<file path="config.mk">
export PLATFORM = sky130hd
export DESIGN_NAME = still_capture_ctrl
export DESIGN_NICKNAME = d
export VERILOG_FILES = /design/src/rtl/video_pkg.sv /design/src/rtl/sync_edge_det.sv /design/src/rtl/still_capture_ctrl.sv
export SDC_FILE = /design/constraint.sdc
export NUM_CORES = 1
export LEC_CHECK = 0
export BUFFER_PORTS_ARGS = -buffer_cell sky130_fd_sc_hd__buf_2
export CORE_UTILIZATION = 30
export DETAILED_ROUTE_END_ITERATION = 7
export RECOVER_POWER = 100
export SYNTH_ARGS = -nofsm -noshare
export SYNTH_HDL_FRONTEND = slang
export SYNTH_SLANG_ARGS = --single-unit
</file>
<file path="constraint.sdc">
create_clock -name clk -period 3.5 [get_ports clk]
set_clock_uncertainty 0.05 [all_clocks]
set_input_delay 0.7 -clock clk [delete_from_list [all_inputs] [get_ports clk]]
set_output_delay 0.7 -clock clk [all_outputs]
set_load 0.02 [all_outputs]
</file>
<file path="src/rtl/video_pkg.sv">
// ----------------------------------------------------------------------------
// video_pkg
// Shared types and constants for the still-capture path: the capture FSM
// state encoding, default frame geometry / decimation, coordinate and
// counter widths, and small helpers used by the sequencer.
// ----------------------------------------------------------------------------
package video_pkg;

   // Frame-buffer coordinate width (8-bit addressed rows and columns)
   localparam int unsigned COORD_W = 8;

   // Raw pixel/line counter width; counters saturate rather than wrap
   localparam int unsigned CNT_W = 11;

   // Default geometry and decimation
   localparam int unsigned DEF_WIDTH   = 160;
   localparam int unsigned DEF_HEIGHT  = 120;
   localparam int unsigned DEF_H_DECIM = 4;
   localparam int unsigned DEF_V_DECIM = 4;
   localparam int unsigned DEF_TIMEOUT = 2_000_000;

   typedef enum logic [2:0] {
      S_IDLE       = 3'd0,
      S_WAIT_SYNC  = 3'd1,
      S_WAIT_FRAME = 3'd2,
      S_CAPTURE    = 3'd3,
      S_DONE       = 3'd4,
      S_READ       = 3'd5
   } capture_state_t;

   // Increment that sticks at all-ones
   function automatic logic [CNT_W-1:0] sat_inc(input logic [CNT_W-1:0] v);
      return (&v) ? v : v + CNT_W'(1);
   endfunction

   function automatic logic is_pow2(input int unsigned v);
      return (v != 0) && ((v & (v - 1)) == 0);
   endfunction

endpackage

</file>
<file path="src/rtl/sync_edge_det.sv">
// ----------------------------------------------------------------------------
// sync_edge_det
// Registers one synchronous sync input and flags its edges by comparing the
// registered value with the previous registered value. The rise/fall pulses
// are decoded from flops only, so an edge on the pin is visible in the
// second cycle after it and acted on by a consumer at the following edge.
//
// Ports
//   clk    : system clock
//   reset  : synchronous, active-high; both stages load IDLE_LEVEL
//   sync   : sync input, already in the clk domain
//   rise   : one-cycle pulse on a 0->1 transition
//   fall   : one-cycle pulse on a 1->0 transition
// ----------------------------------------------------------------------------
module sync_edge_det #(
   parameter logic IDLE_LEVEL = 1'b1
) (
   input  logic clk,
   input  logic reset,
   input  logic sync,
   output logic rise,
   output logic fall
);

   logic sync_q;
   logic sync_prev;

   // Both stages reset to the inactive level so no edge is seen out of reset
   always_ff @(posedge clk) begin
      if (reset) begin
         sync_q    <= IDLE_LEVEL;
         sync_prev <= IDLE_LEVEL;
      end else begin
         sync_q    <= sync;
         sync_prev <= sync_q;
      end
   end

   assign rise = sync_q & ~sync_prev;
   assign fall = ~sync_q & sync_prev;

endmodule

</file>
<file path="src/rtl/still_capture_ctrl.sv">
// ----------------------------------------------------------------------------
// still_capture_ctrl
// Captures exactly one decimated frame from the camera stream into the shared
// frame buffer, then arbitrates the buffer to the CV reader.
//
// A capture request arms on the next VS fall, starts counting at the VS rise,
// emits decimated write strobes with (x,y) until the next VS fall, then marks
// the buffer valid. The reader gets the buffer through rd_req/rd_gnt while a
// valid frame is held; a capture request arriving while the reader owns the
// buffer (or while a frame is being closed) is remembered and served later.
//
// Ports
//   clk, reset   : clock, synchronous active-high reset
//   start        : capture request (level sampled)
//   iVGA_VS/HS   : active-low vertical / horizontal sync
//   pix_valid    : pixel present this cycle
//   rd_req       : reader wants the buffer, held until it is finished
//   rd_gnt       : buffer granted to the reader
//   write, x, y  : frame-buffer write strobe and coordinates
//   busy         : capture in progress (not idle, not reading)
//   done         : one-cycle pulse when the frame is complete
//   frame_valid  : buffer holds a complete frame
//   timeout_err  : one-cycle pulse on a sync-wait watchdog abort
// ----------------------------------------------------------------------------
module still_capture_ctrl
   import video_pkg::*;
#(
   parameter int unsigned H_DECIM = DEF_H_DECIM,
   parameter int unsigned V_DECIM = DEF_V_DECIM,
   parameter int unsigned WIDTH   = DEF_WIDTH,
   parameter int unsigned HEIGHT  = DEF_HEIGHT,
   parameter int unsigned TIMEOUT = DEF_TIMEOUT
) (
   input  logic               clk,
   input  logic               reset,
   input  logic               start,
   input  logic               iVGA_VS,
   input  logic               iVGA_HS,
   input  logic               pix_valid,
   input  logic               rd_req,
   output logic               rd_gnt,
   output logic               write,
   output logic [COORD_W-1:0] x,
   output logic [COORD_W-1:0] y,
   output logic               busy,
   output logic               done,
   output logic               frame_valid,
   output logic               timeout_err
);

   localparam int unsigned H_SH = $clog2(H_DECIM);
   localparam int unsigned V_SH = $clog2(V_DECIM);
   localparam int unsigned WD_W = $clog2(TIMEOUT + 1);

   localparam logic [CNT_W-1:0] H_MASK  = CNT_W'(H_DECIM - 1);
   localparam logic [CNT_W-1:0] V_MASK  = CNT_W'(V_DECIM - 1);
   localparam logic [CNT_W-1:0] W_LIM   = CNT_W'(WIDTH);
   localparam logic [CNT_W-1:0] H_LIM   = CNT_W'(HEIGHT);
   localparam logic [WD_W-1:0]  WD_LAST = WD_W'(TIMEOUT - 1);

   // Parameter sanity: decimation is done by shifting, coordinates are 8 bits
   if (!is_pow2(H_DECIM)) begin : g_bad_h_decim
      $error("still_capture_ctrl: H_DECIM must be a power of two");
   end
   if (!is_pow2(V_DECIM)) begin : g_bad_v_decim
      $error("still_capture_ctrl: V_DECIM must be a power of two");
   end
   if (WIDTH == 0 || WIDTH > 256) begin : g_bad_width
      $error("still_capture_ctrl: WIDTH must be 1..256");
   end
   if (HEIGHT == 0 || HEIGHT > 256) begin : g_bad_height
      $error("still_capture_ctrl: HEIGHT must be 1..256");
   end
   if (TIMEOUT == 0) begin : g_bad_timeout
      $error("still_capture_ctrl: TIMEOUT must be at least 1");
   end

   // ------------------------------------------------------------------
   // Sync edge detection
   // ------------------------------------------------------------------
   logic vs_rise;
   logic vs_fall;
   logic hs_rise;
   logic hs_fall_unused;

   sync_edge_det #(.IDLE_LEVEL(1'b1)) u_vs_edge (
      .clk   (clk),
      .reset (reset),
      .sync  (iVGA_VS),
      .rise  (vs_rise),
      .fall  (vs_fall)
   );

   sync_edge_det #(.IDLE_LEVEL(1'b1)) u_hs_edge (
      .clk   (clk),
      .reset (reset),
      .sync  (iVGA_HS),
      .rise  (hs_rise),
      .fall  (hs_fall_unused)
   );

   // ------------------------------------------------------------------
   // State and counters
   // ------------------------------------------------------------------
   capture_state_t   state;
   logic [CNT_W-1:0] h_cnt;
   logic [CNT_W-1:0] v_cnt;
   logic             first_line;
   logic [WD_W-1:0]  wd_cnt;
   logic             start_pending;

   // Position of the pixel sampled this cycle. An HS rise in the same cycle
   // starts a new line, so that pixel is column 0 of the next row.
   logic [CNT_W-1:0] h_eff;
   logic [CNT_W-1:0] v_eff;
   logic             wr_hit;
   logic             wd_expired;

   always_comb begin
      h_eff      = hs_rise ? '0 : h_cnt;
      v_eff      = (hs_rise && !first_line) ? sat_inc(v_cnt) : v_cnt;
      wr_hit     = pix_valid
                   && ((h_eff & H_MASK) == '0)
                   && ((v_eff & V_MASK) == '0)
                   && ((h_eff >> H_SH) < W_LIM)
                   && ((v_eff >> V_SH) < H_LIM);
      wd_expired = (wd_cnt == WD_LAST);
   end

   // Capture sequencer, counters, watchdog and reader arbitration
   always_ff @(posedge clk) begin
      if (reset) begin
         state         <= S_IDLE;
         h_cnt         <= '0;
         v_cnt         <= '0;
         first_line    <= 1'b0;
         wd_cnt        <= '0;
         start_pending <= 1'b0;
         rd_gnt        <= 1'b0;
         write         <= 1'b0;
         x             <= '0;
         y             <= '0;
         busy          <= 1'b0;
         done          <= 1'b0;
         frame_valid   <= 1'b0;
         timeout_err   <= 1'b0;
      end else begin
         write       <= 1'b0;
         done        <= 1'b0;
         timeout_err <= 1'b0;

         case (state)
            S_IDLE: begin
               // A waiting reader with a valid frame wins over a new capture
               if (rd_req && frame_valid) begin
                  state  <= S_READ;
                  rd_gnt <= 1'b1;
                  if (start) begin
                     start_pending <= 1'b1;
                  end
               end else if (start || start_pending) begin
                  state         <= S_WAIT_SYNC;
                  start_pending <= 1'b0;
                  frame_valid   <= 1'b0;
                  wd_cnt        <= '0;
                  busy          <= 1'b1;
               end
            end

            S_WAIT_SYNC: begin
               if (vs_fall) begin
                  state  <= S_WAIT_FRAME;
                  wd_cnt <= '0;
               end else if (wd_expired) begin
                  state         <= S_IDLE;
                  busy          <= 1'b0;
                  timeout_err   <= 1'b1;
                  start_pending <= 1'b0;
                  wd_cnt        <= '0;
               end else begin
                  wd_cnt <= wd_cnt + WD_W'(1);
               end
            end

            S_WAIT_FRAME: begin
               if (vs_rise) begin
                  state      <= S_CAPTURE;
                  h_cnt      <= '0;
                  v_cnt      <= '0;
                  first_line <= 1'b1;
                  wd_cnt     <= '0;
               end else if (wd_expired) begin
                  state         <= S_IDLE;
                  busy          <= 1'b0;
                  timeout_err   <= 1'b1;
                  start_pending <= 1'b0;
                  wd_cnt        <= '0;
               end else begin
                  wd_cnt <= wd_cnt + WD_W'(1);
               end
            end

            S_CAPTURE: begin
               // The first HS rise of the frame opens row 0 without counting
               if (hs_rise) begin
                  h_cnt <= pix_valid ? CNT_W'(1) : '0;
                  if (first_line) begin
                     first_line <= 1'b0;
                  end else begin
                     v_cnt <= sat_inc(v_cnt);
                  end
               end else if (pix_valid) begin
                  h_cnt <= sat_inc(h_cnt);
               end

               if (wr_hit) begin
                  write <= 1'b1;
                  x     <= COORD_W'(h_eff >> H_SH);
                  y     <= COORD_W'(v_eff >> V_SH);
               end

               if (vs_fall) begin
                  state       <= S_DONE;
                  done        <= 1'b1;
                  frame_valid <= 1'b1;
               end
            end

            S_DONE: begin
               state <= S_IDLE;
               busy  <= 1'b0;
               if (start) begin
                  start_pending <= 1'b1;
               end
            end

            S_READ: begin
               if (start) begin
                  start_pending <= 1'b1;
               end
               // Reader finished: the buffer contents are no longer owned
               if (!rd_req) begin
                  state       <= S_IDLE;
                  rd_gnt      <= 1'b0;
                  frame_valid <= 1'b0;
               end
            end

            default: begin
               state  <= S_IDLE;
               busy   <= 1'b0;
               rd_gnt <= 1'b0;
            end
         endcase
      end
   end

endmodule

</file>
* Word-level counts from Yosys, hierarchy flattened
Cells that the tools add are included.
** Operators by class
- $add $sub $neg :: 3
- Multiply operators :: 0
- Div/mod/pow operators :: 0
- Magnitude comparators :: 2
- Equal/unequal tests :: 19
- Shift operators :: 0
- Mux-type cells :: 54
- Bitwise logic cells :: 9
- Reductions and logical operators :: 31
** Operator list (number)
- 21-bit two-way mux :: 5
- 11-bit two-way mux :: 9
- 21-bit case mux with 3 select lines :: 1
- 11-bit case mux with 2 select lines :: 2
- 1-bit two-way mux :: 23
- 11-bit by 1-bit adder with 11-bit output (second input constant) :: 2
- 11-bit logical NOT :: 2
- 11-bit AND reduction :: 2
- 21-bit by 1-bit adder with 21-bit output (second input constant) :: 1
- 21-bit equality test (second input constant) :: 1
- 3-bit two-way mux :: 7
- 2-bit inequality test (second input constant) :: 8
- 3-bit case mux with 5 select lines :: 1
- 3-bit AND reduction :: 4
- 4-bit AND reduction :: 3
- 5-bit AND reduction :: 2
- 9-bit by 7-bit less-than comparator with 1-bit output (second input constant) :: 1
- 9-bit by 8-bit less-than comparator with 1-bit output (second input constant) :: 1
- 3-bit inequality test (second input constant) :: 3
- 1-bit case mux with 4 select lines :: 2
- 3-bit by 2-bit equality test with 1-bit output (second input constant) :: 2
- 3-bit equality test (second input constant) :: 2
- 1-bit logical AND :: 6
- 1-bit inverter :: 6
- other kinds (14) :: 22
** Storage, ports and cells
- Register bits :: 74
- Latch bits :: 0
- Bits in writable memories :: 0
- Bits in read-only memories :: 0
- Memories kept :: 0

* Longest topological paths before layout
Gate-level depths: netlist (run 1).
- Depth in word-level cells :: 9
- Gate-level depth with buffers :: 9

* Cells and area by module
Synthesis (run 1) repeated with hierarchy kept, for this count alone.
** Second synthesis, totals
- Cell total of the unflattened synthesis :: 448
- Area total of the unflattened synthesis :: 3729.8 um^2
** By module, submodules not included
- still_capture_ctrl :: times used 1, cells each 436, area an instance 3597.2 um^2
- sync_edge_det :: times used 2, cells each 6, area an instance 66.3 um^2

* Worst setup path after synthesis (run 1)
Ideal clock, no wire load.
- Path type :: reg-to-reg
- Start :: register v_cnt[0]
- End :: register x[3]
- Setup time :: 88 ps
- Arrival :: 2067 ps
- Path slack :: 1294 ps
- Cell stages (with the launch flop) :: 9
- Buffers on the path :: 1
- Period minus slack after synthesis :: 2206 ps
- Cell sequence :: dfxtp_1 ha_1 and3_1 nand4_2 mux2i_1 or3_4 o211a_4 buf_6 o32ai_2
** On the way
- Word-level cells in the longest chain between the ends :: 8
- Elaborated cells between the ends (all ways) :: 10
- Classes of those cells :: 1 x add/sub; 1 x order compare; 2 x mux; 6 x reduce/logical
** Ends and longest elaborated chain
- start, declared :: line still_capture_ctrl.sv:107 : logic [CNT_W-1:0] v_cnt;
- start signal, assigned :: line still_capture_ctrl.sv:210 : v_cnt <= sat_inc(v_cnt);
- 11-bit by 1-bit adder with 11-bit output or 11-bit AND reduction (tied branches) :: line video_pkg.sv:33 : return (&v) ? v : v + CNT_W'(1);
- 11-bit two-way mux
- 11-bit two-way mux (*) :: line still_capture_ctrl.sv:121 : v_eff = (hs_rise && !first_line) ? sat_inc(v_cnt) : v_cnt;
- parallel branches: the longest is 3 deep, another holds 9-bit by 7-bit less-than comparator with 1-bit output
- 1-bit logical AND (*) :: line still_capture_ctrl.sv:126 : && ((v_eff >> V_SH) < H_LIM);
- 2-bit AND reduction (no line) (*)
- end signal, assigned :: line still_capture_ctrl.sv:218 : x <= COORD_W'(h_eff >> H_SH);
- end, declared :: line still_capture_ctrl.sv:43 : output logic [COORD_W-1:0] x,
Mark *: on every way between the ends.
A chain may end at the register's enable or synchronous reset.

* Final worst setup path (run 1)
- Start :: register wd_cnt[3]
- End :: register wd_cnt[18]
** On the way
- Word-level cells in the longest chain between the ends :: 4
- Elaborated cells between the ends (all ways) :: 6
- Classes of those cells :: 1 x add/sub; 1 x eq/ne; 4 x mux
** Ends and longest elaborated chain
- start, declared :: line still_capture_ctrl.sv:109 : logic [WD_W-1:0] wd_cnt;
- start signal, assigned :: line still_capture_ctrl.sv:181 : wd_cnt <= wd_cnt + WD_W'(1);
- start signal, assigned :: line still_capture_ctrl.sv:199 : wd_cnt <= wd_cnt + WD_W'(1);
- 21-bit by 1-bit adder with 21-bit output or 21-bit equality test (tied branches) :: line still_capture_ctrl.sv:181, still_capture_ctrl.sv:199, still_capture_ctrl.sv:127
- 21-bit two-way mux (*) :: line still_capture_ctrl.sv:174, still_capture_ctrl.sv:192
- 21-bit two-way mux (on tied branches) :: line still_capture_ctrl.sv:186, still_capture_ctrl.sv:171
- 21-bit case mux with 3 select lines (*) :: line still_capture_ctrl.sv:152 : case (state)
Mark *: on every way between the ends. The rest lies on a longest branch, timed or not.

==> reports/metrics.yaml, run 1 <==
global_route:
  grtUsageMet3_pct: 3.321
  use_met2_pct: 22.71
  grt_pass1_wl_mm: 14.75
  grtUsageMet1_pct: 18.72
  grt_pass1_vias: 3040
  busiest_layer: "met2"
  grt-ovfl-total: 0
  grt_usage_pct: 14.16
  grt_max_degree: 30
  antenna_found_initial: 0
yosys:
  ys_types: 68
  netlist_area_sq_um: 3815
  synthSimpleGateAreaFrac_pct: 27.71
  muxShareOfSynthArea_pct: 2.099
  avgSynthCellArea_sq_um: 8.515
  synthFlopType: "dfxtp_1"
  post-synth-top-count-cell: "dfxtp_1"
  synth_common_cells: "dfxtp_1 (74), nand2_1 (55), nor2_1 (49)"
  synth_fa_ha_area_share_pct: 0.9839
  synth_edf_count: 0
  yosys.area.top_type: "dfxtp_1"
  syn-num-nets: 458
  synth_xor_area_share_pct: 7.347
  yosysTopAreaCellShare_pct: 38.83
  synthCells: 448
  synth_top_family_by_area: "simple AND/OR/NAND/NOR gates"
  synth-seq-cells: 74
  synth_compound_area_share_pct: 18.47
  synth-async-reset-ratio_pct: 0
  synth.area.top_cells: "dfxtp_1 (39%), nand2_1 (5.4%), nor2_1 (4.8%)"
  ys_seq_area_share_pct: 38.83
  yosysWarnings: 0
detailed_routing:
  drt_pass1_iterations: 4
  vias_per_cell: 5.086
  routedWlPerCell_um: 13.66
  drt-total-wl_mm: 8.730
  first_iter_violations: 270
  ant_nets: 0
  drc: 0
  num_vias: 3250
timing:
  period_minus_slack_ns: 2.842
  tightest_slew_ns: 1.369
  hold_viol: 0
  holdWs_ns: 0.4120
  max_freq_mhz: 351.8
  fin_crit_sh_pct: 81.21
  final_max_slew_viol_count: 0
  setup_tns_ns: 0
  maxSlewHeadroom_pct: 8.708
  setup_viol: 0
  rsz0062_at_grt: "false"
setup_path:
  start_kind: "flop"
  end_kind: "flop"
  required_ns: 3.63
  cp_max_fo: 19
  worstPathArrival_ns: 2.98
  critPathKind: "flop to flop"
floorplan:
  fp-row-count: 40
  die_h_um: 114.8
  io_pins: 29
  initial_core_util_pct: 31.24
  die_area_sq_um: 13170
  core_sq_um: 12210
  dieWidth_um: 114.8
pwr:
  power.share.clock_pct: 49.0
  ir_drop_mv: 0.1974
  p_int_w: 0.001519
  p_per_area_nw_per_um2: 455.6
  p_switching_w: 0.0004296
  seqPwrFrac_pct: 44.7
  pwr-share-comb_pct: 6.2
  p_leak_nw: 1.471
  p_sw_share_pct: 22.04
layout:
  ff_latch_area_sq_um: 1481
  drive_above_1_share_pct: 7.431
  multiInputGateArea_sq_um: 2102
  area_delta_synth_final_pct: 12.14
  fillCellCount: 1284
  design_area_sq_um: 4278
  antenna_cells: 0
  nNetsFinal: 477
run:
  cap_violations: 0
place:
  dpl.hpwl_mm: 6.105
  gp_congestion: 0.8513
  place_area_sq_um: 4070
  portBuffers: 28
clocking:
  cts_buffers: 9
  clock-sinks: 74
  root_buffer: "clkbuf_16"
  postCtsSetupRepairBufs: 0
  cts-htree-levels: 3
  ctsResizeCount: 0
  cts_tree: "yes"
  cts.hold.buffers_added: 0
  clk_pin_slew_worst_paths_ns: 0.05
  clockBufferDepth: 2
  clock_latency_ns: 0.33
hold_path:
  min_path_type: "flop to flop"
run_status:
  status: "finished clean"
## final cells by class
type,count,share of cell area (%)
clock buffers,12,5.528
flip-flops and latches,74,34.63
multi-input cells,337,49.14
clock inverters,3,1.521
repair buffers,32,3.130
well taps,168,4.914
inverters,13,1.141
## cells by family (layout without fill, tap and decap cells)
group                      after synthesis  in the layout
muxes                                    8              8
and+or+nand+nor                        202            202
xor gates and xnor gates                32             32
AOI/OAI and AO/OA                       92             92
DFF                                     74             74
buffers and inverters                   37             60
adders and majority gates                3              3
## final timing paths
path,start,end,slack (ns),depth (start not counted)
setup / recovery,wd_cnt[3],wd_cnt[18],0.66,6
hold / removal,u_hs_edge.sync_q,u_hs_edge.sync_prev,0.41,1
setup reg to reg,wd_cnt[3],wd_cnt[18],0.66,6
hold reg to reg,u_hs_edge.sync_q,u_hs_edge.sync_prev,0.41,1
## flip-flops by register name, summed over array words and instances (netlist names), 3 cells and up
| signal | flops |
|---|---|
| wd_cnt | 21 |
| h_cnt | 11 |
| v_cnt | 11 |
| x | 8 |
| y | 8 |
| state | 3 |
## metrics by stage
stage,setup slack (ns),instances,total power (W),utilization (%)
after global placement,0.9457,624,0.001012,33.33
final,0.6576,639,0.001949,35.03
after detailed placement,0.8543,624,0.001014,33.33
after CTS,0.8256,639,0.001978,35.80
after global routing,0.3153,639,0.002029,35.03
after floorplan,1.294,448,0.0009844,-
## power by group through the flow
stage	Sequential, W	Clock, W	Combinational [W]
floorplan	0.000881	0	0.000103
global placement	0.000889	0	0.000123
detailed placement	0.000890	0	0.000124
CTS	0.000871	0.000981	0.000125
global route	0.000874	0.00102	0.000138
finish	0.000872	0.000956	0.000121
## cell usage in the layout, fill, tap and decap left out, types with 7 or more instances in the layout
| cell | synthesis | layout |
|---|---|---|
| and3_1 | 7 | 7 |
| mux2i_1 | 8 | 8 |
| dfxtp_1 | 74 | 74 |
| o32ai_1 | 3 | 7 |
| clkbuf_16 | 0 | 9 |
| nand2b_1 | 7 | 7 |
| nand2_1 | 55 | 55 |
| o31ai_1 | 7 | 7 |
| a21oi_1 | 22 | 22 |
| nand4_1 | 11 | 11 |
| xor2_1 | 17 | 17 |
| nand3_1 | 27 | 27 |
| clkbuf_1 | 13 | 28 |
| xnor2_1 | 15 | 15 |
| nor2_1 | 49 | 49 |
| inv_1 | 12 | 12 |
| nor3_1 | 9 | 9 |
| o21ai_0 | 14 | 14 |
| nor2b_1 | 7 | 7 |
## critical path, stage by stage, from the launching register on
cell,delay (ns)
dfxtp_1,0.39
and3_1,0.20
nand3_1,0.14
nor4_1,0.88
nor2b_1,0.23
o21ai_2,0.69
nor2_1,0.12
## layer usage
| metal | wire [um] | vias up |
|---|---|---|
| met1 | 4202 | 1530 |
| met2 | 4114 | 57 |
| met3 | 295 | 13 |
| met5 | 0 | - |
| li1 | - | 1650 |
| met4 | 118 | 0 |
Power figures use the tool's default switching activity.
==> run 2, diff against run 1 <==
ABC_AREA = 1   (was unset)
clock period = 2.33 ns   (was 3.5 ns; I/O delays follow)
==> run 2 against run 1 <==
  * First-iteration DRC count down 28%
  * Routed wire length is 12% higher
  * Synthesized cell count is 28% higher
  * Utilization up 1.1 points
  * Sequential power grew 50%
  * Non-clock buffer count rose by 7
  * Synthesized area up 1.6%
  * Critical endpoint is now x[5]
  * Largest cell class unchanged
  * Largest power group unchanged
==> reports/metrics.yaml, run 2 <==
run_status:
  status: "finished clean"  # unchanged
layout:
  area_delta_synth_final_pct: 17.62  # was 12.14%
  largest_registers: "wd_cnt: 21 flops, h_cnt: 11 flops, v_cnt: 11 flops"  # unchanged
  layout_common_cells: "nand2_1 (127), inv_1 (81), nor2_1 (75), dfxtp_1 (74), nand3_1 (40)"  # was dfxtp_1 (74), nand2_1 (55), nor2_1 (49), clkbuf_1 (28), nand3_1 (27)
  fin_cells: 786  # was 639
  final_common_cell: "nand2_1"  # was dfxtp_1
  nNetsFinal: 619  # was 477
  largest_reg_flops: 21  # unchanged
  largest-register: "wd_cnt"  # unchanged
  final_util_pct: 36.13  # was 35.03%
  antenna_cells: 0  # unchanged
  drive_above_1_share_pct: 8.632  # was 7.431%
floorplan:
  io_pins: 29  # unchanged
  die_h_um: 115.7  # was 114.8 um
  fp-row-count: 41  # was 40
  dieWidth_um: 115.7  # was 114.8 um
  die_area_sq_um: 13380  # was 13170 sq um
  initial_core_util_pct: 30.72  # was 31.24%
  core_sq_um: 12620  # was 12210 sq um
clocking:
  postCtsSetupRepairBufs: 0  # unchanged
  cts_buffers: 9  # unchanged
  clockBufferDepth: 2  # unchanged
  cts_tree: "yes"  # unchanged
  cts.hold.buffers_added: 0  # unchanged
  cts-htree-levels: 3  # unchanged
  clk_pin_slew_worst_paths_ns: 0.06  # was 0.05 ns
  ctsResizeCount: 0  # unchanged
  clock_latency_ns: 0.34  # was 0.33 ns
  clock-sinks: 74  # unchanged
  root_buffer: "clkbuf_16"  # unchanged
hold_path:
  worst_hold_path.num_cells: 2  # was 1
  worstHoldStart: "iVGA_HS"  # was u_hs_edge.sync_q
  min_path_type: "primary input to flop"  # was flop to flop
  hold-path-endpoint: "u_hs_edge.sync_q"  # was u_hs_edge.sync_prev
yosys:
  yosysTopAreaCellShare_pct: 38.22  # was 38.83%
  syn-num-nets: 582  # was 458
  synth-async-reset-ratio_pct: 0  # unchanged
  synth_edf_count: 0  # unchanged
  avgSynthCellArea_sq_um: 6.777  # was 8.515 sq um
  synth.area.top_cells: "dfxtp_1 (38%), nand2_1 (12%), inv_1 (7.7%)"  # was dfxtp_1 (39%), nand2_1 (5.4%), nor2_1 (4.8%)
  ys_types: 39  # was 68
  ys_seq_area_share_pct: 38.22  # was 38.83%
  yosysWarnings: 0  # unchanged
  netlist_area_sq_um: 3876  # was 3815 sq um
  synth-seq-cells: 74  # unchanged
  post-synth-top-count-cell: "nand2_1"  # was dfxtp_1
  synth_common_cells: "nand2_1 (127), inv_1 (80), nor2_1 (77)"  # was dfxtp_1 (74), nand2_1 (55), nor2_1 (49)
  yosys.area.top_type: "dfxtp_1"  # unchanged
  synthCells: 572  # was 448
  synthFlopType: "dfxtp_1"  # unchanged
setup_path:
  critPathKind: "flop to flop"  # unchanged
  r2r_end: "x[5]"  # was wd_cnt[18]
  start_kind: "flop"  # unchanged
  r2r_cells: 11  # was 6
  r2r-start: "v_cnt[0]"  # was wd_cnt[3]
  cp_max_fo: 18  # was 19
  ff2ff_setup_slack_ns: 0.18  # was 0.66 ns
  worstPathArrival_ns: 2.37  # was 2.98 ns
  end_kind: "flop"  # unchanged
  crit_start: "v_cnt[0]"  # was wd_cnt[3]
  required_ns: 2.54  # was 3.63 ns
pwr:
  p_leak_nw: 1.746  # was 1.471 nW
  p_per_area_nw_per_um2: 709.8  # was 455.6 nW/um^2
  ir_drop_mv: 0.4532  # was 0.1974 mV
global_route:
  grt_max_degree: 35  # was 30
  grt_pass1_wl_mm: 16.42  # was 14.75 mm
  grt_pass1_vias: 3611  # was 3040
  grt_usage_pct: 15.58  # was 14.16%
  antenna_found_initial: 0  # unchanged
  grt-ovfl-total: 0  # unchanged
timing:
  period_minus_slack_ns: 2.154  # was 2.842 ns
  max_freq_mhz: 464.3  # was 351.8 MHz
  maxSlewHeadroom_pct: 65.13  # was 8.708%
  setup_viol: 0  # unchanged
  setup_tns_ns: 0  # unchanged
  fin_crit_sh_pct: 92.45  # was 81.21%
  hold_viol: 0  # unchanged
  rsz0062_at_grt: "false"  # unchanged
  tightest_slew_ns: 0.5230  # was 1.369 ns
  final_max_slew_viol_count: 0  # unchanged
detailed_routing:
  first_iter_violations: 194  # was 270
  ant_nets: 0  # unchanged
  drt_pass1_iterations: 7  # was 4
  num_vias: 3782  # was 3250
  drc: 0  # unchanged
  vias_per_cell: 4.812  # was 5.086
  drt-total-wl_mm: 9.788  # was 8.730 mm
  routedWlPerCell_um: 12.45  # was 13.66 um
place:
  dp_cells: 770  # was 624
  gp_congestion: 0.8809  # was 0.8513
  dpl.hpwl_mm: 7.332  # was 6.105 mm
  portBuffers: 28  # unchanged
run:
  cap_violations: 0  # unchanged
run 2: cell types whose count changed in the layout (fill, tap and decap cells not counted), sizes merged, moves of 7 or more:
cell | previous run | this run
nand4 | 12 | 27
nor2b | 7 | 0
nand3 | 27 | 44
inv | 12 | 82
a21oi | 22 | 35
mux2i | 8 | 0
nand2b | 7 | 0
xor2 | 17 | 4
xnor2 | 15 | 4
nand2 | 55 | 130
nor2 | 49 | 82
and3 | 8 | 0
nor3 | 10 | 23
run 2: logic make-up after synthesis:
logic type,synth area share (%)
buffers and inverters,9.780
DFF,38.22
xor gates and xnor gates,1.807
and+or+nand+nor,38.83
adders and majority gates,0.9685
AOI/OAI and AO/OA,10.39
run 2: per-layer routing:
metal | vias up | global-route usage [%] | routed length [um]
li1 | 1948 | - | -
met1 | 1744 | 19.07 | 4575
met2 | 82 | 26.59 | 4678
met3 | 8 | 4.184 | 450
met4 | 0 | 4.957 | 83
met5 | - | 0 | 0
run 2: final cells by class:
cell class,instances,area [sq um]
repair buffers,39,178.9
inverters,82,307.8
well taps,172,215.2
multi-input cells,403,2023
fillers,1361,8060
clock buffers,11,252.7
flip-flops and latches,74,1481
clock inverters,5,100.1
run 2: worst max-delay path, stage by stage, from the launching register on:
cell and delay, ns:
dfxtp_1 0.45, ha_2 0.27, inv_1 0.08, nor2_4 0.18
nand3_4 0.14, nand3_1 0.11, nand2_1 0.08, nand2_2 0.10
nand4_4 0.15, nand3_4 0.21, nand2_1 0.10, a21oi_1 0.15
run 2: power by group:
part / internal (W) / switching, W / total (W)
sequential: 0.00129 / 0.0000183 / 0.00131
clock: 0.00110 / 0.000529 / 0.00163
combinational: 0.0000858 / 0.000213 / 0.000299
total: 0.00248 / 0.000760 / 0.00324
run 2: through the flow:
stage / hold WS (ns) / instance area (sq um) / setup slack (ns) / total power [W]
finish: 0.2712 / 4559 / 0.1760 / 0.003236
global placement: 0.3784 / 4243 / 0.2477 / 0.001634
CTS: 0.2705 / 4596 / 0.1361 / 0.003271
global route: 0.2737 / 4559 / 0.01224 / 0.003365
detailed placement: 0.3930 / 4243 / 0.1692 / 0.001640
floorplan: 0.3669 / 3876 / 0.4247 / 0.001547
run 2: worst max path at each step:
stage / endpoint / slack (ns) / cells past startpoint
CTS: x[5] / 0.14 / 11
finish: x[5] / 0.18 / 11
global placement: x[2] / 0.25 / 11
global route: x[4] / 0.01 / 11
floorplan: x[6] / 0.42 / 12
detailed placement: x[5] / 0.17 / 11
